## src/rtl/picosoc_timer.sv

```systemverilog
// rtl/picosoc_timer.sv - programmable countdown timer on the PicoRV32 iomem bus
module picosoc_timer #(
    parameter int unsigned CLOCK_SPEED_HZ = 50_000_000,
    parameter int          COUNTER_WIDTH  = 32,
    parameter int          PRESCALE_WIDTH = 16
) (
    input  logic        clk,
    input  logic        reset,
    input  logic        iomem_valid,
    input  logic [3:0]  iomem_wstrb,
    input  logic [31:0] iomem_addr,
    input  logic [31:0] iomem_wdata,
    output logic [31:0] iomem_rdata,
    output logic        iomem_ready,
    output logic        irq_o
);

    localparam logic [2:0] A_CTRL     = 3'd0;
    localparam logic [2:0] A_COUNT    = 3'd1;
    localparam logic [2:0] A_RELOAD   = 3'd2;
    localparam logic [2:0] A_STATUS   = 3'd3;
    localparam logic [2:0] A_PRESCALE = 3'd4;
    localparam logic [2:0] A_INFO     = 3'd5;

    logic                      r_ready;
    logic [31:0]               r_rdata;
    logic                      r_irq;
    logic [2:0]                r_ctrl;
    logic [COUNTER_WIDTH-1:0]  r_count;
    logic [COUNTER_WIDTH-1:0]  r_reload;
    logic [PRESCALE_WIDTH-1:0] r_prescale;
    logic [PRESCALE_WIDTH-1:0] r_pcnt;
    logic                      r_expired;

    logic        w_xfer;
    logic        w_wr;
    logic [2:0]  w_idx;
    logic [31:0] w_mask;
    logic        w_wr_ctrl;
    logic        w_wr_count;
    logic        w_wr_reload;
    logic        w_wr_prescale;
    logic        w_w1c;
    logic        w_en_rise;
    logic        w_tick;
    logic        w_expire;
    logic [31:0] w_rmux;
    logic [28:0] w_unused_addr;

    // Byte-lane merge of write data into the current register contents
    function automatic logic [31:0] f_merge(input logic [31:0] old_v,
                                            input logic [31:0] new_v,
                                            input logic [31:0] mask);
        return (old_v & ~mask) | (new_v & mask);
    endfunction

    // A transfer is accepted only in a cycle where ready is low, giving the 2-cycle cadence
    assign w_xfer        = iomem_valid & ~r_ready;
    assign w_wr          = w_xfer & (|iomem_wstrb);
    assign w_idx         = iomem_addr[4:2];
    assign w_unused_addr = {iomem_addr[31:5], iomem_addr[1:0]};
    assign w_mask        = {{8{iomem_wstrb[3]}}, {8{iomem_wstrb[2]}},
                            {8{iomem_wstrb[1]}}, {8{iomem_wstrb[0]}}};

    // CTRL only has bits in byte 0, so other lanes leave it untouched
    assign w_wr_ctrl     = w_wr & (w_idx == A_CTRL) & iomem_wstrb[0];
    assign w_wr_count    = w_wr & (w_idx == A_COUNT);
    assign w_wr_reload   = w_wr & (w_idx == A_RELOAD);
    assign w_wr_prescale = w_wr & (w_idx == A_PRESCALE);
    assign w_w1c         = w_wr & (w_idx == A_STATUS) & iomem_wstrb[0] & iomem_wdata[0];
    assign w_en_rise     = w_wr_ctrl & iomem_wdata[0] & ~r_ctrl[0];

    assign w_tick        = r_ctrl[0] & (r_pcnt == r_prescale);
    assign w_expire      = w_tick & (r_count == '0);

    // Read mux; unmapped words read as zero
    always_comb begin
        w_rmux = 32'd0;
        case (w_idx)
            A_CTRL:     w_rmux = {29'd0, r_ctrl};
            A_COUNT:    w_rmux = 32'(r_count);
            A_RELOAD:   w_rmux = 32'(r_reload);
            A_STATUS:   w_rmux = {31'd0, r_expired};
            A_PRESCALE: w_rmux = 32'(r_prescale);
            A_INFO:     w_rmux = 32'(CLOCK_SPEED_HZ);
            default:    w_rmux = 32'd0;
        endcase
    end

    // Bus handshake: single-cycle ready pulse, rdata zero outside that pulse
    always_ff @(posedge clk or posedge reset) begin
        if (reset) begin
            r_ready <= 1'b0;
            r_rdata <= 32'd0;
        end else begin
            r_ready <= w_xfer;
            r_rdata <= w_xfer ? w_rmux : 32'd0;
        end
    end

    // CTRL: CPU write wins; a one-shot expiry otherwise clears EN
    always_ff @(posedge clk or posedge reset) begin
        if (reset) begin
            r_ctrl <= 3'd0;
        end else if (w_wr_ctrl) begin
            r_ctrl <= iomem_wdata[2:0];
        end else if (w_expire && !r_ctrl[1]) begin
            r_ctrl[0] <= 1'b0;
        end
    end

    // RELOAD and PRESCALE are plain byte-writable registers
    always_ff @(posedge clk or posedge reset) begin
        if (reset) begin
            r_reload   <= '0;
            r_prescale <= '0;
        end else begin
            if (w_wr_reload)
                r_reload <= COUNTER_WIDTH'(f_merge(32'(r_reload), iomem_wdata, w_mask));
            if (w_wr_prescale)
                r_prescale <= PRESCALE_WIDTH'(f_merge(32'(r_prescale), iomem_wdata, w_mask));
        end
    end

    // Prescaler: held at 0 while disabled, restarted when EN is switched on
    always_ff @(posedge clk or posedge reset) begin
        if (reset) begin
            r_pcnt <= '0;
        end else if (w_en_rise || !r_ctrl[0] || w_tick) begin
            r_pcnt <= '0;
        end else begin
            r_pcnt <= r_pcnt + PRESCALE_WIDTH'(1);
        end
    end

    // Countdown: a CPU write to COUNT drops any decrement/reload in the same cycle
    always_ff @(posedge clk or posedge reset) begin
        if (reset) begin
            r_count <= '0;
        end else if (w_wr_count) begin
            r_count <= COUNTER_WIDTH'(f_merge(32'(r_count), iomem_wdata, w_mask));
        end else if (w_tick) begin
            if (r_count != '0)
                r_count <= r_count - COUNTER_WIDTH'(1);
            else if (r_ctrl[1])
                r_count <= r_reload;
        end
    end

    // EXPIRED: a set in the same cycle as a W1C takes priority
    always_ff @(posedge clk or posedge reset) begin
        if (reset) begin
            r_expired <= 1'b0;
        end else if (w_expire) begin
            r_expired <= 1'b1;
        end else if (w_w1c) begin
            r_expired <= 1'b0;
        end
    end

    // Level interrupt, one cycle behind EXPIRED & IRQ_EN
    always_ff @(posedge clk or posedge reset) begin
        if (reset) begin
            r_irq <= 1'b0;
        end else begin
            r_irq <= r_expired & r_ctrl[2];
        end
    end

    assign iomem_ready = r_ready;
    assign iomem_rdata = r_rdata;
    assign irq_o       = r_irq;

endmodule

```

## config.mk

```make
export PLATFORM = sky130hd
export DESIGN_NAME = picosoc_timer
export DESIGN_NICKNAME = d
export VERILOG_FILES = /design/src/rtl/picosoc_timer.sv
export SDC_FILE = /design/constraint.sdc
export NUM_CORES = 1
export LEC_CHECK = 0
export BUFFER_PORTS_ARGS = -buffer_cell sky130_fd_sc_hd__buf_2
export CAP_MARGIN = 20
export CELL_PAD_IN_SITES_DETAIL_PLACEMENT = 1
export CELL_PAD_IN_SITES_GLOBAL_PLACEMENT = 2
export CORE_MARGIN = 2
export CORE_UTILIZATION = 33
export CTS_BUF_LIST = sky130_fd_sc_hd__clkbuf_8 sky130_fd_sc_hd__clkbuf_16
export CTS_CLUSTER_SIZE = 28
export DETAILED_ROUTE_END_ITERATION = 12
export PLACE_DENSITY_LB_ADDON = 0.08
export SKIP_LAST_GASP = 1
export SLEW_MARGIN = 20
export SYNTH_ARGS = -nofsm -noshare
export SYNTH_HDL_FRONTEND = slang
export SYNTH_SLANG_ARGS = --single-unit
```

## constraint.sdc

```tcl
create_clock -name clk -period 5.3 [get_ports clk]
set_input_delay 1.59 -clock clk [delete_from_list [all_inputs] [get_ports clk]]
set_output_delay 1.59 -clock clk [all_outputs]
set_load 0.01 [all_outputs]
```

## Word-level counts from Yosys, hierarchy flattened

Index checks and enable logic that the tools add are counted.

| word-level totals | value |
|---|---|
| register bits after elaboration | 134 |
| bits in latches | 0 |
| bits in writable memories | 0 |
| memory bits (read-only) | 0 |
| output and inout port bits | 34 |
| word-level logic and storage cells | 68 |
| memories kept | 0 |

| cells by class | value |
|---|---|
| add/subtract/negate cells | 2 |
| $mul | 0 |
| div/mod/pow operators | 0 |
| order comparisons | 0 |
| equal/unequal tests | 6 |
| shift-type cells | 0 |
| mux-type cells | 11 |
| bitwise operators | 25 |
| reductions and logical operators | 14 |

Operator list:

| kind | number |
|---|---|
| one-hot mux 32 bit (6 select lines) | 1 |
| 2-to-1 mux 32 bit | 5 |
| AND 32 bit | 3 |
| bitwise OR 32 bit | 2 |
| zero test 32 bit | 1 |
| NOT 32 bit | 1 |
| nonzero test 32 bit | 1 |
| subtractor 32 x 1 -> 32 bit, second input constant | 1 |
| adder 16 x 1 -> 16 bit, second input constant | 1 |
| AND 16 bit | 1 |
| == test 16 bit | 1 |
| 2-to-1 mux 16 bit | 1 |
| bitwise OR 16 bit | 1 |
| AND 1 bit | 15 |
| == test 3 x 2 -> 1 bit, second input constant | 2 |
| == test 3 bit, second input constant | 2 |
| nonzero test 2 bit | 3 |
| 2-to-1 mux 1 bit | 4 |
| OR reduction 4 bit | 1 |
| == test 3 x 1 -> 1 bit, second input constant | 1 |
| zero test 3 bit | 1 |
| nonzero test 3 bit | 1 |
| zero test 1 bit | 2 |
| logical OR 1 bit | 2 |
| other kinds (3) | 4 |

## Longest topological paths before layout

| depth | value |
|---|---|
| depth in word-level cells | 10 |
| depth in mapped cells | 11 |

## Worst setup path before layout

OpenSTA, ideal clock, no wires.

| timing path | value |
|---|---|
| path kind | input port to flip-flop |
| start | input iomem_addr[4] |
| end | register with a tool-made name |
| library setup time | 0.129 ns |
| arrival time | 3.324 ns |
| setup slack | 1.847 ns |
| stages | 8 |
| buffers on the path | 3 |
| cells stage by stage | or3b_2 -> clkbuf_1 -> nor2_1 -> clkbuf_1 -> clkbuf_1 -> nand2_1 -> a31oi_1 -> o21ai_0 |

RTL lines:

| what | line | source |
|---|---|---|
| from (decl) | 11 | `input logic [31:0] iomem_addr,` |

==> summary.md <==
| Metric | Value |
|---|---|
| Status | complete, no violations |
| Vias | 6047 |
| Pins Over Slew Limit | 0 |
| Non-filler cells, final | 1092 |
| Hold WS | 526 ps |
| Final setup fails | 0 |
| Clk_skew | 9.88 ps |
| Synth top area share | 47.0% |
| Combinational share of power | 25.9% |
| Cts hold-fix bufs | 0 |
| Cell count after synthesis | 739 |
| First drt pass iteration count | 4 |
| Sw Share | 35.1% |
| Int Pwr | 2450 uW |
| Fin. Hold Viols | 0 |
| Placed Area | 7780 sq um |
| Clk Latency, worst-skew pair | 430 ps |
| First-pass GRT wire length | 37700 microns |
| Post_cts resized | 0 |
| Ys async rst share | 100% |
| Worst EP required | 5610 ps |
| Hpwl dp | 16300 microns |
| Clk sinks | 134 |
| Final WL | 23800 microns |
| Period Utilization, post-route | 68.3% |
| Placed instance count | 1060 |
| Post-synth cell types | 56 |
| H-tree Lvls | 4 |
| Gr usage total | 22.0% |
| RSZ-0062 raised after global routing | no |
| Final min period | 3620 ps |
| Max Fclk | 276 MHz |
| Post-synth EDFFs | 0 |
| Vias in the first global route | 6501 |
| Core area | 21100 sq um |
| Largest net degree at the start of global routing | 114 |
| Most common cell after layout, fill and taps aside | dfrtp_1 |
| Clock power frac | 34.0% |
| Initial antenna violation count | 0 |
| Area grow syn2layout | 18.0% |
| Final ANT Viol Nets | 0 |
| Die H | 151 microns |
| CTS tree | done |
| Share of layout cells above drive strength 1 | 23.1% |
| Max-Slew Margin vs Limit | 41.9% |
| Synth top area cells | dfrtp_1 47%, mux2_2 7.9%, xnor2_1 4.7% |
| Primary FF master, synth | dfrtp_1 |
| Slowest-stage cell, CP | or3b_2 |
| Drt via density | 5.54 |
| Top delay family on crit path | simple AND/OR/NAND/NOR gates |
| Syn Std Cell Area | 7130 sq um |
| Slowest stage delay, CP | 660 ps |
| Postcts setup bufs | 0 |
| Worst-margin pin slew | 869 ps |
| Syn_nets | 813 |
| Hold Path Class | reg -> reg |
| Critical path arrival | 3930 ps |
| Worst VDD drop | 0.193 mV |
| CP endpoint kind | register |
| FP Rows | 53 |
| Reg clk slew, reported paths | 60 ps |
| Register area share after synthesis | 47.0% |
| Diode count | 0 |
| Seq pwr share | 40.1% |
| GPL Wtd Cong | 0.812 |
| Remaining Overflow, GRT | 0 |
| Power Dens Cells | 448 nW/um^2 |
| Initial DRC count | 279 |
| Yosys warns | 0 |
| P_sw | 1320 uW |
| # DRC | 0 |
| Io pins | 105 |
| # port buffers | 75 |
| Final design area excluding fillers | 8410 sq um |
| Layout net count | 878 |
| Setup TNS | 0 ps |
| Most frequent cells in the layout | 134 x dfrtp_1, 79 x nor2_1, 75 x buf_2 |
| Leakage power figure | 0.00370 uW |
| Total Die Area | 22800 sq um |
| Filler cell count in the final layout | 2417 |
| CP Max Fanout | 16 |
| Crit path cell chain | buf_2 > or3b_2 > or3_1 > nand4_2 > buf_4 > a211oi_1 > a211o_1 |
| Clk buf depth | 2 |
| Crit path kind | in -> reg |
| Die width | 151 microns |
| Max cap viols | 0 |
| Seq cells post-synth | 134 |
| Synth area leader | dfrtp_1 |
| CTS root buffer | clkbuf_16 |
| Tot Pwr | 3770 uW |
| Crit path buf inv count | 2 |
| Starting Density | 33.8% |
| Setup crit start kind | primary input |
| TritonCTS buffer count | 17 |
| Routed len/inst | 21.8 microns |
| Mean Syn Cell Area | 9.65 sq um |
-- metrics by stage --
step / util [%] / setup slack (ps)
after floorplan: - / 127
after global placement: 36.9 / 1260
after detailed placement: 36.9 / 1230
after CTS: 39.9 / 1670
after global routing: 39.9 / 1360
final: 39.9 / 1680
-- power groups by stage --
stage	Sequential [uW]	Combinational, uW	Clock [uW]
after floorplan	1410	747	0
after CTS	1510	988	1310
after global placement	1520	952	0
after detailed placement	1520	982	0
final	1510	978	1280
after global routing	1550	1100	1350
-- metal layers --
layer  share of wire [%]  GRT usage (%)  up-vias  routed length (microns)
met5                   0              0        -                        0
met4                 1.6           6.68        0                      389
met3                 3.2           4.07       27                      749
met2                  49           36.4      107                    11600
met1                  46           29.5     3123                    11000
li1                    -              -     2790                        -
-- cells by family (layout without fill, tap and decap cells) --
logic type / Yosys count / in the layout / synth area share (%)
DFF: 134 / 134 / 47.0
buffers and inverters: 49 / 127 / 3.00
xor gates and xnor gates: 53 / 53 / 6.51
muxes: 59 / 59 / 9.16
AOI/OAI and AO/OA: 150 / 150 / 13.6
and+or+nand+nor: 291 / 291 / 20.2
adders and majority gates: 3 / 3 / 0.526
-- area by class of cell --
class                      count  area [sq um]  area share, %
sequential                   134          3350           39.9
clock buffer                  17           425           5.06
clock inverter                15           205           2.44
multi-input combinational    556          3580           42.5
tap                          275           344           4.09
inverter                       6          30.0          0.357
timing repair buffer          89           480           5.71
-- worst register-to-register path: cells and delay by family, from the launching register on --
kind | cells | cell delay, ps
AND/OR/NAND/NOR | 3 | 1710
buffers and inverters | 1 | 230
AO/OA/AOI/OAI | 3 | 1000
flip-flops | 1 | 520
-- cells in the mapped netlist (9+ instances only) --
library cell  count
dfrtp_1         134
nor2_1           79
nand2_1          73
mux2_2           50
a21oi_1          43
nand3_1          38
xnor2_1          38
clkbuf_1         32
o21ai_0          29
a22oi_1          17
and3_1           15
nor3_1           15
xor2_1           15
nor4_1           14
nand4_1          13
mux2i_1           9
-- path summary, 6_finish.rpt --
kind | to | from | cells past startpoint | slack [ps]
max | register | iomem_addr[4] | 7 | 1680
min | r_pcnt[0]$_DFF_PP0_ | r_pcnt[0]$_DFF_PP0_ | 1 | 530
max reg2reg | register | register | 7 | 1740
min reg2reg | r_pcnt[0]$_DFF_PP0_ | r_pcnt[0]$_DFF_PP0_ | 1 | 530
max in group asynchronous | async pin | reset | 3 | 3130
min in group asynchronous | iomem_rdata[5]$_DFF_PP0_ | reset | 2 | 1320
Note: power is estimated with default switching activity, not from simulation.
